==> src/rtl/branch_resolver.sv <==
`default_nettype none
// ============================================================================
//  Module      : branch_resolver
//  Description : EX-stage branch resolution. Compares the prediction bundle
//                that travelled down the pipe with the real outcome. It raises
//                a one-cycle front-end redirect and queues one predictor update
//                packet per resolved instruction. The packets drain one per
//                cycle into the predictor update port.
//  Ports       : clk, rstn (async, active low)
//                ex_valid/ex_ready           - resolved instruction handshake
//                pc_ex, kind_real, taken_real, target_real - real outcome
//                pdc_npc, pdc_kind, pdc_taken, pdc_choice, pdc_pdch, pdc_bh
//                                            - prediction bundle
//                redirect, redirect_pc       - refetch request (1-cycle pulse)
//                upd_en/upd_ready, upd_*     - update packet, head of FIFO
//  Revision    : 1.0 - initial release
// ============================================================================
module branch_resolver #(
  parameter int ADDR_WIDTH = 30,
  parameter int bh_width   = 14,
  parameter int DEPTH      = 4
) (
  input  logic                  clk,
  input  logic                  rstn,
  input  logic                  ex_valid,
  output logic                  ex_ready,
  input  logic [ADDR_WIDTH-1:0] pc_ex,
  input  logic [2:0]            kind_real,
  input  logic                  taken_real,
  input  logic [ADDR_WIDTH-1:0] target_real,
  input  logic [ADDR_WIDTH-1:0] pdc_npc,
  input  logic [2:0]            pdc_kind,
  input  logic                  pdc_taken,
  input  logic [1:0]            pdc_choice,
  input  logic [7:0]            pdc_pdch,
  input  logic [bh_width-1:0]   pdc_bh,
  output logic                  redirect,
  output logic [ADDR_WIDTH-1:0] redirect_pc,
  output logic                  upd_en,
  input  logic                  upd_ready,
  output logic [ADDR_WIDTH-1:0] upd_pc,
  output logic [ADDR_WIDTH-1:0] upd_npc,
  output logic [ADDR_WIDTH-1:0] upd_ret_pc,
  output logic [2:0]            upd_kind,
  output logic                  upd_taken,
  output logic [bh_width-1:0]   upd_bh,
  output logic [2:0]            upd_mis,
  output logic [1:0]            upd_choice_real,
  output logic [1:0]            upd_choice_pdc,
  output logic [7:0]            upd_pdch
);

  localparam int                    c_PTR_W    = $clog2(DEPTH);
  localparam int                    c_PKT_W    = 3*ADDR_WIDTH + 3 + 1 + bh_width + 3 + 2 + 2 + 8;
  localparam logic [2:0]            c_KIND_NJ  = 3'd0;
  localparam logic [2:0]            c_KIND_RET = 3'd4;
  localparam logic [ADDR_WIDTH-1:0] c_PC_ONE   = ADDR_WIDTH'(1);
  localparam logic [c_PTR_W:0]      c_PTR_ONE  = (c_PTR_W+1)'(1);

  logic [ADDR_WIDTH-1:0] w_ret_pc;
  logic [ADDR_WIDTH-1:0] w_real_npc;
  logic [2:0]            w_mis;
  logic [1:0]            w_choice_real;
  logic                  w_g_ok;
  logic                  w_b_ok;
  logic                  w_shadow;
  logic                  w_accept;
  logic                  w_pop;
  logic                  w_full;
  logic                  w_empty;
  logic [c_PKT_W-1:0]    w_pkt_in;

  logic [c_PKT_W-1:0]    r_mem [DEPTH];
  logic [c_PTR_W:0]      r_wr_ptr;
  logic [c_PTR_W:0]      r_rd_ptr;
  logic                  r_redirect;
  logic [ADDR_WIDTH-1:0] r_redirect_pc;

  // Real outcome and misprediction classification. pc+1 wraps in ADDR_WIDTH.
  assign w_ret_pc   = pc_ex + c_PC_ONE;
  assign w_real_npc = taken_real ? target_real : w_ret_pc;

  assign w_mis[2] = (pdc_npc != w_real_npc);
  assign w_mis[1] = (pdc_kind != kind_real);
  assign w_mis[0] = (kind_real != c_KIND_NJ) && (pdc_taken != taken_real);

  // Chooser training: steer toward the sub-predictor that alone was right.
  // RET flips the ras/btb choice only when the target was wrong.
  assign w_g_ok = (pdc_pdch[7] == taken_real);
  assign w_b_ok = (pdc_pdch[5] == taken_real);

  always_comb begin
    w_choice_real[0] = pdc_choice[0];
    if (w_g_ok && !w_b_ok) begin
      w_choice_real[0] = 1'b1;
    end else if (w_b_ok && !w_g_ok) begin
      w_choice_real[0] = 1'b0;
    end
    w_choice_real[1] = (kind_real == c_KIND_RET) ? (pdc_choice[1] ^ w_mis[2]) : pdc_choice[1];
  end

  // The shadow cycle coincides exactly with the redirect pulse: the
  // instruction in EX during that cycle was fetched down the wrong path.
  assign w_shadow = r_redirect;

  // Extra pointer bit distinguishes full from empty when indices match.
  assign w_empty = (r_wr_ptr == r_rd_ptr);
  assign w_full  = (r_wr_ptr[c_PTR_W] != r_rd_ptr[c_PTR_W]) &&
                   (r_wr_ptr[c_PTR_W-1:0] == r_rd_ptr[c_PTR_W-1:0]);

  // A full FIFO still accepts when the head drains on the same edge.
  assign ex_ready = !w_full || upd_ready;
  assign w_accept = ex_valid && ex_ready && !w_shadow;
  assign w_pop    = !w_empty && upd_ready;

  assign w_pkt_in = {pc_ex, w_real_npc, w_ret_pc, kind_real, taken_real, pdc_bh,
                     w_mis, w_choice_real, pdc_choice, pdc_pdch};

  always_ff @(posedge clk or negedge rstn) begin
    if (!rstn) begin
      for (int i = 0; i < DEPTH; i++) begin
        r_mem[i] <= '0;
      end
      r_wr_ptr <= '0;
      r_rd_ptr <= '0;
    end else begin
      if (w_accept) begin
        r_mem[r_wr_ptr[c_PTR_W-1:0]] <= w_pkt_in;
        r_wr_ptr                     <= r_wr_ptr + c_PTR_ONE;
      end
      if (w_pop) begin
        r_rd_ptr <= r_rd_ptr + c_PTR_ONE;
      end
    end
  end

  // Redirect is issued straight from accept, independent of the update drain.
  always_ff @(posedge clk or negedge rstn) begin
    if (!rstn) begin
      r_redirect    <= 1'b0;
      r_redirect_pc <= '0;
    end else begin
      r_redirect <= w_accept && w_mis[2];
      if (w_accept && w_mis[2]) begin
        r_redirect_pc <= w_real_npc;
      end
    end
  end

  assign redirect    = r_redirect;
  assign redirect_pc = r_redirect_pc;

  // Head entry is read straight out of storage flops, so the packet stays
  // stable while the predictor back-pressures; storage resets to zero.
  assign upd_en = !w_empty;
  assign {upd_pc, upd_npc, upd_ret_pc, upd_kind, upd_taken, upd_bh,
          upd_mis, upd_choice_real, upd_choice_pdc, upd_pdch} = r_mem[r_rd_ptr[c_PTR_W-1:0]];

endmodule
`default_nettype wire

==> config.mk <==
export PLATFORM = sky130hd
export DESIGN_NAME = branch_resolver
export DESIGN_NICKNAME = d
export VERILOG_FILES = /design/src/rtl/branch_resolver.sv
export SDC_FILE = /design/constraint.sdc
export NUM_CORES = 1
export LEC_CHECK = 0
export CAP_MARGIN = 25
export CORE_ASPECT_RATIO = 1.75
export CORE_MARGIN = 2
export CORE_UTILIZATION = 45
export CTS_BUF_LIST = sky130_fd_sc_hd__clkbuf_2
export DETAILED_ROUTE_END_ITERATION = 8
export PLACE_DENSITY = 0.66
export SLEW_MARGIN = 0
export SYNTH_ARGS = -nofsm -noshare
export SYNTH_HDL_FRONTEND = slang
export SYNTH_SLANG_ARGS = --single-unit
==> constraint.sdc <==
create_clock -name clk -period 6.2 [get_ports clk]
set_input_delay 1.24 -clock clk [delete_from_list [all_inputs] [get_ports clk]]
set_output_delay 1.24 -clock clk [all_outputs]
set_load 0.005 [all_outputs]
# Word-level counts from Yosys, hierarchy flattened
# Index checks and enable logic that the tools add are counted.
# op_classes
n_addsub	3
n_lt_le_gt_ge	3
eq_ne	9
mux	10
bitwise_logic	3
n_reduce_logical	16
# op_table
cell	n
$bwmux W492	1
$mux W123	3
$bmux W123 S2	1
$demux W123 S2	1
$add A30 B1 Y30 const B	1
$mux W30	1
$ne A30 B30 Y1	1
$logic_and A1 B1 Y1	9
$add A3 B1 Y3 const B	2
$ge A3 B3 Y1 const B	2
$not A2 Y3	2
$logic_not A1 Y1	5
$eq A3 B3 Y1	1
$eq A3 B3 Y1 const B	1
$lt A3 B1 Y1 const B	1
$mux W1	3
$ne A3 B3 Y1	1
$reduce_bool A3 Y1	1
$eq A1 B1 Y1	2
$eq A2 B2 Y1	1
$ne A1 B1 Y1	2
$logic_or A1 B1 Y1	1
$xor A1 B1 Y1	1
# word_totals
register_bits	529
inputBits	126
output_inout_bits	156
wordCells	52

# Logic depth before layout (Yosys ltp)
# depth
depth_word	7
ltp_mapped	13
ltp_nobuf	10

# Worst setup path before layout
# No wires, ideal clock.
# synth_timing
kind	input to register
startpoint	in pc_ex[0]
endpoint	reg r_redirect_pc[27], in the netlist redirect_pc[27]
setup_time_ps	153
t_arrival_ps	4208
required_ps	6047
setup_slack_ps	1839
stages	13
n_path_buf	3
cell_sequence	ha_1 nand3_4 buf_6 or2_1 buf_6 mux2_2 a221oi_2 a41oi_1 or4_1 nor4_4 a21boi_2 buf_2 mux2i_1
# synth_between
elab_chain_len	4
# synth_rtl
item	line	source
start, declared	27	input logic [ADDR_WIDTH-1:0] pc_ex,
$add A30 B1 Y30 *	80	assign w_ret_pc = pc_ex + c_PC_ONE;
$mux W30 *	81	assign w_real_npc = taken_real ? target_real : w_ret_pc;
$ne A30 B30 Y1	83	assign w_mis[2] = (pdc_npc != w_real_npc);
$logic_and A1 B1 Y1	144	if (w_accept && w_mis[2]) begin
end signal, assigned	145	r_redirect_pc <= w_real_npc;
end, declared	77	logic [ADDR_WIDTH-1:0] r_redirect_pc;
# Mark *: on every way between the ends. The rest lies on a longest branch, timed or not.
# A chain may end at the register's enable or synchronous reset.

# Final worst setup path
# layout_timing
startpoint	reg r_rd_ptr[0]
endpoint	out upd_pdch[5]
# layout_between
elab_chain_len	4
# layout_rtl
item	line	source
start, declared	75	logic [c_PTR_W:0] r_rd_ptr;
start signal, assigned	132	r_rd_ptr <= r_rd_ptr + c_PTR_ONE;
$not A2 Y3 (implied by the code)	157	upd_mis, upd_choice_real, upd_choice_pdc, upd_pdch} = r_mem[r_rd_ptr[c_PTR_W-1:0]];
$bmux W123 S2	157	
$mux W123 (implied by the code) (2 in series)	157	
end, declared	50	output logic [7:0] upd_pdch
# Every way passes these cells. The select of a mux whose other input is x is not followed.

==> metrics.log <==
INFO  metric status = complete, no violations
INFO  metric timing.critical_path.required = 4.96 ns
INFO  metric yosysWarningCount = 0
INFO  metric initial_core_util = 45.4%
INFO  metric crit_path_start_kind = flip-flop
INFO  metric crit_type = flip-flop to output port
INFO  metric drt_first_iter_violations = 1345
INFO  metric boundary_pin_count = 282
INFO  metric max_freq = 202 MHz
INFO  metric clock_sink_count = roughly 530
INFO  metric drtPass1Iterations = 6
INFO  metric power_per_cell_area = 510 nW/um^2
INFO  metric global_route.overflow_total = 0
INFO  metric numCtsBuffers = 116
INFO  metric clkTransAtPathRegs = 0.11 ns
INFO  metric syn_nets = 2332
INFO  metric cts_root_buf = sky130_fd_sc_hd__clkbuf_2
INFO  metric max_slew_margin = 28.4%
INFO  metric first_global_vias = 19.3k
INFO  metric synth_enable_flop_cells = 0
INFO  metric viasPerCell = 5.59
INFO  metric multiInputGateArea = between 10000 and 15000 sq um
INFO  metric avgSynthCellArea = 11.1 sq um
INFO  metric hold_path_class = flip-flop to flip-flop
INFO  metric cts-resized-gates = 0
INFO  metric final_net_count = 2619
INFO  metric min_path_cells = 2
INFO  metric area_delta_synth_final = 19.0%
INFO  metric path_buf_inv = 2
INFO  metric top_post_synthesis_cells_by_area = sky130_fd_sc_hd__dfrtp_1, sky130_fd_sc_hd__mux4_2, sky130_fd_sc_hd__nand2_1
INFO  metric layout.area.seq = roughly 13000 sq um
INFO  metric critPathArrivalTime = between 3 and 4 ns
INFO  metric maximum_number_of_pins_on_one_net_before_global_route_repair = 182
INFO  metric cts_tree = done
INFO  metric fp.dieH = 313 um
INFO  metric finalClockSkew = 0.116 ns
INFO  metric number_of_cells_in_the_design_after_placement = 3058
INFO  metric layout.cells.non_filler = 3265
INFO  metric crit_cells = 3
INFO  metric setup_violations = 0
INFO  metric yosysTopAreaCell = sky130_fd_sc_hd__dfrtp_1
INFO  metric worst_setup_path_end_kind = output port
INFO  metric syn-cell-area = 24500 sq um
INFO  metric final.period_utilization = 80.0%
INFO  metric num_vias = 18.3k
INFO  metric grt_first_pass_wirelength = between 100000 and 150000 um
INFO  metric timing.hold.ws = 0.480 ns
INFO  metric synth_top_area_share = 54.0%
INFO  metric fraction_of_layout_cells_with_a_size_suffix_above_1 = 20.3%
INFO  metric synthMostInstantiatedCell = sky130_fd_sc_hd__nand2_1
INFO  metric power.leakage = approximately 13 nW
INFO  metric ir_worst_vdd = 305 uV
INFO  metric htree_num_levels = 3
INFO  metric die_width = 180 um
INFO  metric insertion_delay = around 1.2 ns
INFO  metric finalWirelength = 75900 um
INFO  metric peak_per_stage_delay_on_the_critical_path = about 1.1 ns
INFO  metric rsz_0062_raised_after_global_routing = no
INFO  metric r2r_cells = 8
INFO  metric timing.setup.tns = 0 ns
INFO  metric synth_cells = 2200
INFO  metric holdBufCountCts = 1
INFO  metric design.die.area = between 50000 and 60000 sq um
INFO  metric ys_seq_elements = 529
INFO  metric cts_post_setup_buffers_inserted = 0
INFO  metric drt_drc_violations_left = 0
INFO  metric finalWorstPathRequiredPeriod = around 5 ns
INFO  metric crit_path_leading_delay_family = flip-flops
INFO  metric hold_violations = 0
INFO  metric cts.path.max_buffers = 3
INFO  metric synth-main-ff-cell = sky130_fd_sc_hd__dfrtp_1
INFO  metric synth-async-reset-ratio = 100%
INFO  metric antenna_found_initial = 12
INFO  metric critPathSlowestCell = sky130_fd_sc_hd__dfrtp_4
INFO  metric grt_use_total = between 20% and 30%
INFO  metric slew_viols_final = 0
INFO  metric antenna_violating_nets_post_route = 0
INFO  metric synthDistinctLibCells = 66
INFO  metric core-area = ~54000 sq um
INFO  metric wire_per_inst = 23.2 um
INFO  metric ys_seq_area_share = 54.0%
INFO  metric max_slew.worst_pin.slew = roughly 1.1 ns
INFO  metric placement_rows = 113
INFO  metric timing.critical_path.cells = buf_4, mux4_2, clkdlybuf4s50_1
INFO  metric critical_path_peak_fanout = 40
INFO  metric detailedPlacementHpwl = 53100 um
INFO  metric cap_viol_max_count = 0
INFO  metric fillCellCount = 4773
INFO  metric place.port_buffers = 281
INFO  metric gp_congestion = 0.886
INFO  metric most_numerous_cell_types_in_the_synthesized_netlist = sky130_fd_sc_hd__nand2_1, sky130_fd_sc_hd__dfrtp_1, sky130_fd_sc_hd__o21ai_0, sky130_fd_sc_hd__mux2_2, sky130_fd_sc_hd__mux4_2
[tightest hold or removal path: stages, from the launching register on]
cell                      delay, ns
sky130_fd_sc_hd__dfrtp_1       0.35
sky130_fd_sc_hd__nand2_1       0.05
sky130_fd_sc_hd__nand2_1       0.06
[state kept, by name, indices dropped and copies added, names as in the netlist]
signal and flops:
redirect 1, r_wr_ptr 3, r_mem 492, redirect_pc 30
r_rd_ptr 3
[stage by stage]
stage,utilization [%],area [sq um],power (mW),worst slack (ns)
after floorplan,-,24500,9.40,1.84
after global placement,51.9,28000,12.5,0.534
after detailed placement,52.0,28100,12.8,0.382
after CTS,54.0,29200,15.1,1.01
after global routing,54.0,29200,15.9,0.954
final,54.0,29200,14.9,1.24
[cell families after synthesis]
| group | synth area share (%) |
|---|---|
| multiplexers | 18.9 |
| flip-flops | 54.0 |
| adder cells (fa/ha/maj) | 0.347 |
| AO/OA/AOI/OAI | 8.20 |
| buffers and inverters | 3.42 |
| AND/OR/NAND/NOR | 12.7 |
| XOR/XNOR | 2.38 |
[area by class of cell]
class | count | share of cell area (%)
diodes | 4 | 0.0343
clock buffers | 169 | 2.90
clock inverters | 33 | 0.772
inverters | 45 | 0.579
multi-input cells | 1462 | 35.9
flip-flops and latches | 529 | 45.4
well taps | 690 | 2.96
repair buffers | 333 | 11.4
[layer usage]
layer  global-route usage [%]  share of wire, %  vias to the layer above
li1                         -                 -                     8245
met1                     32.4                38                     9196
met2                     46.9                51                      655
met3                     6.20               6.5                      150
met4                     12.0               4.0                       18
met5                        0              0.16                        -
[cells in the final DEF (no fill, tap or decap), types with 5 or more instances in the layout]
| master | n |
|---|---|
| sky130_fd_sc_hd__clkdlybuf4s50_1 | 279 |
| sky130_fd_sc_hd__nor3_1 | 14 |
| sky130_fd_sc_hd__mux4_2 | 123 |
| sky130_fd_sc_hd__nor2_1 | 41 |
| sky130_fd_sc_hd__inv_1 | 44 |
| sky130_fd_sc_hd__xor2_1 | 32 |
| sky130_fd_sc_hd__nand2b_1 | 8 |
| sky130_fd_sc_hd__a21oi_1 | 14 |
| sky130_fd_sc_hd__o21ai_0 | 286 |
| sky130_fd_sc_hd__ha_1 | 6 |
| sky130_fd_sc_hd__buf_12 | 10 |
| sky130_fd_sc_hd__mux2i_1 | 36 |
| sky130_fd_sc_hd__nand4_1 | 10 |
| sky130_fd_sc_hd__nand3_1 | 21 |
| sky130_fd_sc_hd__buf_4 | 41 |
| sky130_fd_sc_hd__xnor2_1 | 32 |
| sky130_fd_sc_hd__clkbuf_2 | 169 |
| sky130_fd_sc_hd__a31oi_1 | 6 |
| sky130_fd_sc_hd__or4_1 | 6 |
| sky130_fd_sc_hd__or3_1 | 5 |
| sky130_fd_sc_hd__clkinv_2 | 5 |
| sky130_fd_sc_hd__and2_1 | 5 |
| sky130_fd_sc_hd__nand2_1 | 587 |
| sky130_fd_sc_hd__clkinv_1 | 20 |
| sky130_fd_sc_hd__a211oi_1 | 5 |
| sky130_fd_sc_hd__nor4_1 | 13 |
| sky130_fd_sc_hd__dfrtp_1 | 527 |
| sky130_fd_sc_hd__mux2_2 | 134 |
[where the power goes]
| group | leakage, nW | switching, mW | internal (mW) | total, mW |
|---|---|---|---|---|
| clock network | 0.806 | 1.39 | 0.831 | 2.22 |
| registers | 6.52 | 1.04 | 5.05 | 6.09 |
| logic | 5.81 | 2.84 | 3.72 | 6.56 |
| total | 13.1 | 5.27 | 9.60 | 14.9 |
[path summary, 6_finish.rpt]
check                                         from                      to  slack, ns
max                        r_rd_ptr[0]$_DFFE_PN0P_             upd_pdch[5]       1.24
min                         r_mem[127]$_DFFE_PN0P_  r_mem[127]$_DFFE_PN0P_       0.48
max reg2reg                r_rd_ptr[1]$_DFFE_PN0P_  r_mem[489]$_DFFE_PN0P_       2.49
min reg2reg                 r_mem[127]$_DFFE_PN0P_  r_mem[127]$_DFFE_PN0P_       0.48
max in group asynchronous                     rstn  r_mem[324]$_DFFE_PN0P_       4.13
min in group asynchronous                     rstn  r_mem[363]$_DFFE_PN0P_       0.65
No activity file was read; power rests on OpenSTA's default activity.
